[src/rtl/semaforo_seq.sv]
// semaforo_seq: N-phase demand-driven traffic-light sequencer with its own ms prescaler.
// Build option: define SEMAFORO_SEQ_FLASH_EN to flash all yellows while en is low.
// Default build: en low freezes prescaler, timer, FSM and outputs.

module semaforo_seq #(
  parameter int unsigned N_PHASES  = 3,
  parameter int unsigned TICK_DIV  = 10,
  parameter int unsigned TW        = 18,
  parameter int unsigned GREEN_MS  = 20000,
  parameter int unsigned YELLOW_MS = 3000,
  parameter int unsigned ALLRED_MS = 1000,
  parameter int unsigned PED_MS    = 8000,
  parameter int unsigned PW        = $clog2(N_PHASES)
) (
  input  logic                CLK,
  input  logic                reset,
  input  logic                en,
  input  logic [N_PHASES-1:0] sensor,
  input  logic [N_PHASES-1:0] ped_req,
  output logic [N_PHASES-1:0] green,
  output logic [N_PHASES-1:0] yellow,
  output logic [N_PHASES-1:0] red,
  output logic [N_PHASES-1:0] ped_green,
  output logic [N_PHASES-1:0] ped_red,
  output logic [PW-1:0]       phase,
  output logic [1:0]          state
);

  localparam int unsigned   CW          = (TICK_DIV > 1) ? $clog2(TICK_DIV) : 1;
  localparam logic [CW-1:0] PRESC_LAST  = CW'(TICK_DIV - 1);
  localparam logic [TW-1:0] ALLRED_LAST = TW'(ALLRED_MS - 1);
  localparam logic [TW-1:0] GREEN_LAST  = TW'(GREEN_MS - 1);
  localparam logic [TW-1:0] YELLOW_LAST = TW'(YELLOW_MS - 1);
  localparam logic [TW-1:0] PED_LIMIT   = TW'(PED_MS);
  localparam logic [PW-1:0] PH_LAST     = PW'(N_PHASES - 1);

`ifdef SEMAFORO_SEQ_FLASH_EN
  localparam int unsigned   FW          = 9;
  localparam logic [FW-1:0] FLASH_LAST  = FW'(499);
`endif

  typedef enum logic [1:0] {
    ST_ALL_RED = 2'd0,
    ST_GREEN   = 2'd1,
    ST_YELLOW  = 2'd2
  } st_e;

  // state registers
  logic [CW-1:0]       presc_q, presc_d;
  logic [TW-1:0]       timer_q, timer_d;
  st_e                 st_q, st_d;
  logic [PW-1:0]       ph_q, ph_d;
  logic [N_PHASES-1:0] latch_q, latch_d;
  logic                walk_q, walk_d;

  // registered outputs, next values
  logic [N_PHASES-1:0] green_q, yellow_q, red_q, ped_green_q, ped_red_q;
  logic [N_PHASES-1:0] green_d, yellow_d, red_d, ped_green_d, ped_red_d;

  // combinational helpers
  logic                tick_c;
  logic [TW-1:0]       last_c;
  logic [N_PHASES-1:0] demand_c;
  logic [PW-1:0]       sel_c;
  logic [PW-1:0]       cand_c;
  logic                found_c;

`ifdef SEMAFORO_SEQ_FLASH_EN
  logic [FW-1:0]       flash_cnt_q, flash_cnt_d;
  logic                flash_on_q, flash_on_d;
`endif

  // Next phase: first demanding index after the current one, wrapping, else plain rotation.
  always_comb begin
    demand_c = sensor | latch_q;
    sel_c    = (ph_q == PH_LAST) ? '0 : ph_q + PW'(1);
    found_c  = 1'b0;
    cand_c   = '0;
    for (int unsigned k = 1; k <= N_PHASES; k++) begin
      cand_c = PW'((32'(ph_q) + k) % N_PHASES);
      if (!found_c && demand_c[cand_c]) begin
        sel_c   = cand_c;
        found_c = 1'b1;
      end
    end
  end

  // Next-state, timer, ped latches and next output values.
  always_comb begin
    presc_d     = presc_q;
    timer_d     = timer_q;
    st_d        = st_q;
    ph_d        = ph_q;
    latch_d     = latch_q | ped_req;
    walk_d      = walk_q;
    green_d     = '0;
    yellow_d    = '0;
    red_d       = '1;
    ped_green_d = '0;
    ped_red_d   = '1;
    tick_c      = (presc_q == PRESC_LAST);
`ifdef SEMAFORO_SEQ_FLASH_EN
    flash_cnt_d = flash_cnt_q;
    flash_on_d  = flash_on_q;
`endif

    case (st_q)
      ST_GREEN:  last_c = GREEN_LAST;
      ST_YELLOW: last_c = YELLOW_LAST;
      default:   last_c = ALLRED_LAST;
    endcase

    if (en) begin
      presc_d = tick_c ? '0 : presc_q + CW'(1);
      if (tick_c) begin
        if (timer_q == last_c) begin
          timer_d = '0;
          case (st_q)
            ST_ALL_RED: begin
              st_d           = ST_GREEN;
              ph_d           = sel_c;
              // a press coinciding with service is consumed by this walk
              latch_d[sel_c] = 1'b0;
              walk_d         = latch_q[sel_c] | ped_req[sel_c];
            end
            ST_GREEN: st_d = ST_YELLOW;
            default:  st_d = ST_ALL_RED;
          endcase
        end else begin
          timer_d = timer_q + TW'(1);
        end
      end
    end

    // lights follow the state register by one cycle
    for (int unsigned i = 0; i < N_PHASES; i++) begin
      if (ph_q == PW'(i)) begin
        green_d[i]     = (st_q == ST_GREEN);
        yellow_d[i]    = (st_q == ST_YELLOW);
        red_d[i]       = !((st_q == ST_GREEN) || (st_q == ST_YELLOW));
        ped_green_d[i] = (st_q == ST_GREEN) && walk_q && (timer_q < PED_LIMIT);
        ped_red_d[i]   = !ped_green_d[i];
      end
    end

`ifdef SEMAFORO_SEQ_FLASH_EN
    if (en) begin
      flash_cnt_d = '0;
      flash_on_d  = 1'b1;
    end else begin
      // prescaler keeps running to pace the flash; FSM and timer stay parked
      presc_d = tick_c ? '0 : presc_q + CW'(1);
      if (tick_c) begin
        if (flash_cnt_q == FLASH_LAST) begin
          flash_cnt_d = '0;
          flash_on_d  = !flash_on_q;
        end else begin
          flash_cnt_d = flash_cnt_q + FW'(1);
        end
      end
      green_d     = '0;
      yellow_d    = {N_PHASES{flash_on_q}};
      red_d       = '0;
      ped_green_d = '0;
      ped_red_d   = '1;
    end
`endif
  end

  // State and output registers with synchronous active-low reset.
  always_ff @(posedge CLK) begin
    if (!reset) begin
      presc_q     <= '0;
      timer_q     <= '0;
      st_q        <= ST_ALL_RED;
      ph_q        <= PH_LAST;
      latch_q     <= '0;
      walk_q      <= 1'b0;
      green_q     <= '0;
      yellow_q    <= '0;
      red_q       <= '1;
      ped_green_q <= '0;
      ped_red_q   <= '1;
`ifdef SEMAFORO_SEQ_FLASH_EN
      flash_cnt_q <= '0;
      flash_on_q  <= 1'b1;
`endif
    end else begin
      presc_q     <= presc_d;
      timer_q     <= timer_d;
      st_q        <= st_d;
      ph_q        <= ph_d;
      latch_q     <= latch_d;
      walk_q      <= walk_d;
      green_q     <= green_d;
      yellow_q    <= yellow_d;
      red_q       <= red_d;
      ped_green_q <= ped_green_d;
      ped_red_q   <= ped_red_d;
`ifdef SEMAFORO_SEQ_FLASH_EN
      flash_cnt_q <= flash_cnt_d;
      flash_on_q  <= flash_on_d;
`endif
    end
  end

  assign green     = green_q;
  assign yellow    = yellow_q;
  assign red       = red_q;
  assign ped_green = ped_green_q;
  assign ped_red   = ped_red_q;
  assign phase     = ph_q;
  assign state     = st_q;

endmodule

[config.mk]
export PLATFORM = sky130hd
export DESIGN_NAME = semaforo_seq
export DESIGN_NICKNAME = d
export VERILOG_FILES = /design/src/rtl/semaforo_seq.sv
export SDC_FILE = /design/constraint.sdc
export NUM_CORES = 1
export LEC_CHECK = 0
export CORE_MARGIN = 1
export CORE_UTILIZATION = 45
export DETAILED_ROUTE_END_ITERATION = 8
export PLACE_DENSITY_LB_ADDON = 0.25
export SLEW_MARGIN = 15
export SYNTH_ARGS = -nofsm -noshare
export SYNTH_HDL_FRONTEND = slang
export SYNTH_SLANG_ARGS = --single-unit
export TNS_END_PERCENT = 5
[constraint.sdc]
create_clock -name CLK -period 4.26 [get_ports CLK]
set_input_delay 1.278 -clock CLK [delete_from_list [all_inputs] [get_ports CLK]]
set_output_delay 1.278 -clock CLK [all_outputs]
set_load 0.02 [all_outputs]
Word-level counts from Yosys, hierarchy flattened
Cells that the tools add are included.
{"block": "classes", "n_addsub": 6, "div": 3, "magnitude_cmp": 6, "eq_ne": 6, "n_mux": 26, "bitwise": 5, "reduce_logical": 18}
{"op": "32-bit by 2-bit modulo with 32-bit output (second input constant)", "count": 3}
{"op": "15-bit one-hot mux with 2 select lines", "count": 1}
{"op": "18-bit by 1-bit adder with 18-bit output (second input constant)", "count": 1}
{"op": "18-bit equality test", "count": 1}
{"op": "18-bit by 13-bit less-than comparator with 1-bit output (second input constant)", "count": 1}
{"op": "18-bit two-way mux", "count": 1}
{"op": "2-bit by 3-bit less-than comparator with 1-bit output (second input constant)", "count": 4}
{"op": "3-bit two-way mux", "count": 4}
{"op": "1-bit binary-select mux with 2-bit select", "count": 5}
{"op": "1-bit two-way mux", "count": 8}
{"op": "2-bit two-way mux", "count": 4}
{"op": "2-bit AND reduction", "count": 4}
{"op": "2-bit by 2-bit adder with 3-bit output (second input constant)", "count": 2}
{"op": "3-bit bitwise OR", "count": 2}
{"op": "1-bit logical AND", "count": 5}
{"op": "4-bit by 1-bit adder with 4-bit output (second input constant)", "count": 1}
{"op": "2-bit by 1-bit equality test with 1-bit output (second input constant)", "count": 2}
{"op": "2-bit equality test (second input constant)", "count": 2}
{"op": "4-bit equality test (second input constant)", "count": 1}
{"op": "1-bit zero test", "count": 4}
{"op": "2-bit zero test", "count": 2}
{"op": "4-bit two-way mux", "count": 1}
{"op": "2-bit one-hot mux with 2 select lines", "count": 1}
{"op": "4-bit AND reduction", "count": 1}
{"op": "9 further kinds", "count": 9}
{"block": "word_totals", "ff_bits": 45, "input_bits": 9, "out_inout_bits": 19, "word_cells": 91}

Longest topological paths before layout
{"block": "logic_depth", "word_depth": 21, "depth_mapped": 9, "depth_no_buf": 8}

Least setup slack after synthesis
Ideal clock, no wire load.
{"block": "synth_path", "path_type": "input to register", "from": "input sensor[1]", "to": "register walk_q", "setup_time_ns": 0.115, "t_arrival_ns": 2.761, "required_time_ns": 4.145, "slack_ns": 1.385, "cell_stages": 6, "n_path_buf": 0, "cell_sequence": "or3b_1 and3_4 or4b_4 a21oi_1 o31ai_1 o21a_1"}
{"block": "synth_between", "elab_chain_len": 13, "word_cells_on_any_way": 21, "cone_classes": "mux: 15; bitwise: 2; reduce/logical: 4"}
{"element": "from (decl)", "line_no": "18", "source": "input logic [N_PHASES-1:0] sensor,"}
{"element": "3-bit bitwise OR (*)", "line_no": "75", "source": "demand_c = sensor | latch_q;"}
{"element": "1-bit binary-select mux with 2-bit select", "line_no": "81", "source": "if (!found_c && demand_c[cand_c]) begin"}
{"element": "1-bit two-way mux (implied by the code)", "line_no": "81"}
{"element": "1-bit two-way mux", "line_no": "81"}
{"element": "1-bit zero test", "line_no": "81"}
{"element": "1-bit logical AND", "line_no": "81"}
{"element": "1-bit two-way mux", "line_no": "81"}
{"element": "1-bit zero test", "line_no": "81"}
{"element": "1-bit logical AND", "line_no": "81"}
{"element": "2-bit two-way mux (*)", "line_no": "81"}
{"element": "1-bit binary-select mux with 2-bit select", "line_no": "124", "source": "walk_d = latch_q[sel_c] | ped_req[sel_c];"}
{"element": "1-bit two-way mux (implied by the code)", "line_no": "124"}
{"element": "1-bit bitwise OR (*)", "line_no": "124"}
{"element": "to (signal assigned)", "line_no": "194", "source": "walk_q <= walk_d;"}
{"element": "to (decl)", "line_no": "54", "source": "logic walk_q, walk_d;"}
Every way passes the cells marked *; elsewhere a longest branch is shown, timed or not. The select of a mux whose other input is x is not followed.
A chain may end at the register's enable or synchronous reset.

Final worst setup path
Ends and elaborated chain as after synthesis.

==> reports/metrics.cfg <==
[finish]
drive_gt1_share_pct=7.612
layout.area.seq_um2=900.9
fillers=457
finalCoreUtilization_pct=56.70
multi_input_area_mm2=0.001315
syn_to_final_growth_pct=18.64
fin_nets=308
diodes=0

[sta]
rsz0062_at_grt=false
slew_violations=0
finalSetupViolations=0
slew_headroom_pct=61.58
finalSetupTns_ns=0
fin_crit_ns=3.196
fin_worst_skew_ns=0.01277
fin_crit_sh_pct=75.03
tightest_slew_ns=0.5714
maxClockFrequency_mhz=312.8
hold_viol=0
holdWs_ns=0.5361
fin_ws_ns=1.064

[clock_network]
clk_path_buf_depth=2
cts_sinks=45
postCtsSetupRepairBufs=0
cts.repair.resized=0
clockRootBuffer=clkbuf_8
cts_made_buffers=5
cts_tree=built
clkTransAtPathRegs_ns=0.09
htreeDepth=2
clk_latency_ns=0.30
holdBufCountCts=0

[yosys]
syn_avg_cell_area_um2=8.821
synth-seq-area-share_pct=39.13
yosysWarnings=0
syn_nets=281
synth_area_mm2=0.002302
yosysTopAreaCellShare_pct=39.13
ys_types=58
syn_inst=261
ys_ff_latch=45
yosysTopAreaCell=dfxtp_1
ys_async_sr_fraction_pct=0
synth_edf_count=0
synth_flop_cell=dfxtp_1
yosys-top-cells-area=dfxtp_1 39%, ha_1 6.0%, nor2_1 5.4%

[die]
die_width_um=73.53
dieArea_mm2=0.005406
fp.dieH_um=73.53
start_util_pct=47.79
core_mm2=0.004817
rows=25
ios=28

[placed_design]
pre_cts_ws_ns=0.7978
dp_hpwl_um=3412
gp_congestion=0.9425
io_buffers=27

[critical_path]
critical_path_arrival_ns=3.39
crit_chain=clkdlybuf4s50_1, nor2_1, o31ai_1, and4bb_2, a2111oi_1, a2111oi_2, o21a_1
rrSetupSlack_ns=1.59
cp_max_fo=5
startpoint_type=primary input
cp.required_ns=4.45
endpoint_kind=flip-flop
slowest_delay_ns=0.49
r2r-start=phase[0]
r2r_cells=7
crit_path_top_delay_cell=clkdlybuf4s50_1
path_class=primary input to flip-flop
reg2reg_to=walk_q

[drt]
wl_per_cell_um=13.15
num_vias=1903
wirelength_um=4682
routed_via_density=5.346
dr.first_iter.drc_count=120
drtAntennaViolNets=0
drcViolationCount=0
dr.pass1.iters=4

[worst_hold_path]
min_path_cells=2
min-delay-start=presc_q[3]
hold_path.class=flip-flop to flip-flop
hold_end=presc_q[3]

[global_routing]
grt_pass1_wl_um=7672
grt.total_usage_pct=18.39
antenna_found_initial=0
grt_pass1_vias=1676
grt.overflow.total=0
grt_max_degree=28

[power_and_ir_drop]
p_int_uw=624.3
peakVddDrop_mv=0.2725
swShare_pct=22.50
p_per_area_mw_per_mm2=295.0
switchingPower_uw=181.3
clockPowerShare_pct=41.0
p_seq_share_pct=53.2
pwr-share-comb_pct=5.8
p_leak_nw=1.084

[flow_run]
drv_cap=0

[status]
status=complete, no violations

-- logic make-up (layout without fill, tap and decap cells) --
family | after synthesis | after routing | share of synthesized area (%)
mux | 1 | 1 | 0.4348
simple gates | 124 | 124 | 30.00
flops | 45 | 45 | 39.13
buf+inv | 18 | 46 | 3.750
xor+xnor | 19 | 19 | 7.228
fa+ha+maj | 11 | 11 | 5.978
compound gates | 43 | 43 | 13.48
-- worst max path at each step --
stage	startpoint	endpoint	slack (ns)	cells past startpoint
floorplan	sensor[1]	walk_q	1.38	6
global route	sensor[1]	walk_q	0.89	7
detailed placement	sensor[1]	walk_q	0.80	7
CTS	sensor[1]	walk_q	1.11	7
global placement	sensor[1]	walk_q	0.82	7
finish	sensor[1]	walk_q	1.06	7
-- flip-flops by register name, indices dropped and copies added (netlist names) --
name	flops
red	3
presc_q	4
walk_q	1
ped_green	3
timer_q	18
phase	2
green	3
yellow	3
latch_q	3
ped_red	3
state	2
-- layout by cell type, fill, tap and decap left out, types with 5 or more instances in the layout --
cell / count
nand2_1: 20
xor2_1: 13
ha_1: 11
dfxtp_1: 45
nor2_1: 33
and2_1: 7
a21oi_1: 6
and3_1: 11
o21ai_0: 9
nor2b_1: 5
nor3_1: 6
clkbuf_8: 5
inv_1: 10
nand3_1: 12
xnor2_1: 6
clkdlybuf4s50_1: 27
-- routing by layer --
metal	part of all wire, %	GRT usage (%)
met1	49	24.15
met4	1.4	6.624
met3	3.8	4.115
met5	0	0
met2	46	29.56
-- critical path, delay by kind of cell --
family                 cells  cell delay, ns
buffers and inverters      1            0.49
AO/OA/AOI/OAI              4            1.17
AND/OR/NAND/NOR            2            0.43
-- power by group through the flow --
stage	clock network [mW]	logic [mW]	registers, mW
after floorplan	0	0.0297	0.437
after detailed placement	0	0.0458	0.439
after global placement	0	0.0465	0.438
final	0.330	0.0470	0.429
after CTS	0.340	0.0462	0.429
after global routing	0.354	0.0516	0.430
-- Yosys cell counts (2+ instances only) --
cell / n
nor3_1: 6
a211oi_1: 3
and2_1: 7
inv_1: 10
nor4bb_1: 2
a21o_1: 2
ha_1: 11
and4b_1: 4
o21ai_0: 9
nand3_1: 12
o211ai_1: 3
a21oi_1: 6
nor4b_1: 2
dfxtp_1: 45
nor2b_1: 5
or2_2: 2
nand2_1: 20
o22ai_1: 3
and3_2: 2
nor3b_1: 2
nor2_1: 33
xnor2_1: 6
nand4_1: 3
clkbuf_1: 5
a21boi_0: 2
xor2_1: 13
o31ai_1: 2
and3_1: 11
-- per-stage QoR --
step / cell area, um^2 / std cells / total power, mW
2_1_floorplan: 2302 / 261 / 0.4670
3_3_place_gp: 2615 / 348 / 0.4849
3_5_place_dp: 2615 / 348 / 0.4843
4_1_cts: 2731 / 356 / 0.8150
5_1_grt: 2731 / 356 / 0.8348
6_report: 2731 / 356 / 0.8056
-- area by class of cell --
cell class	count	area share, %
Multi-Input combinational cell	198	48.14
Sequential cell	45	32.98
Timing Repair Buffer	28	10.17
Tap cell	67	3.069
Clock buffer	5	2.519
Clock inverter	3	1.741
Inverter	10	1.374
Note: power is estimated with default switching activity, not from simulation.
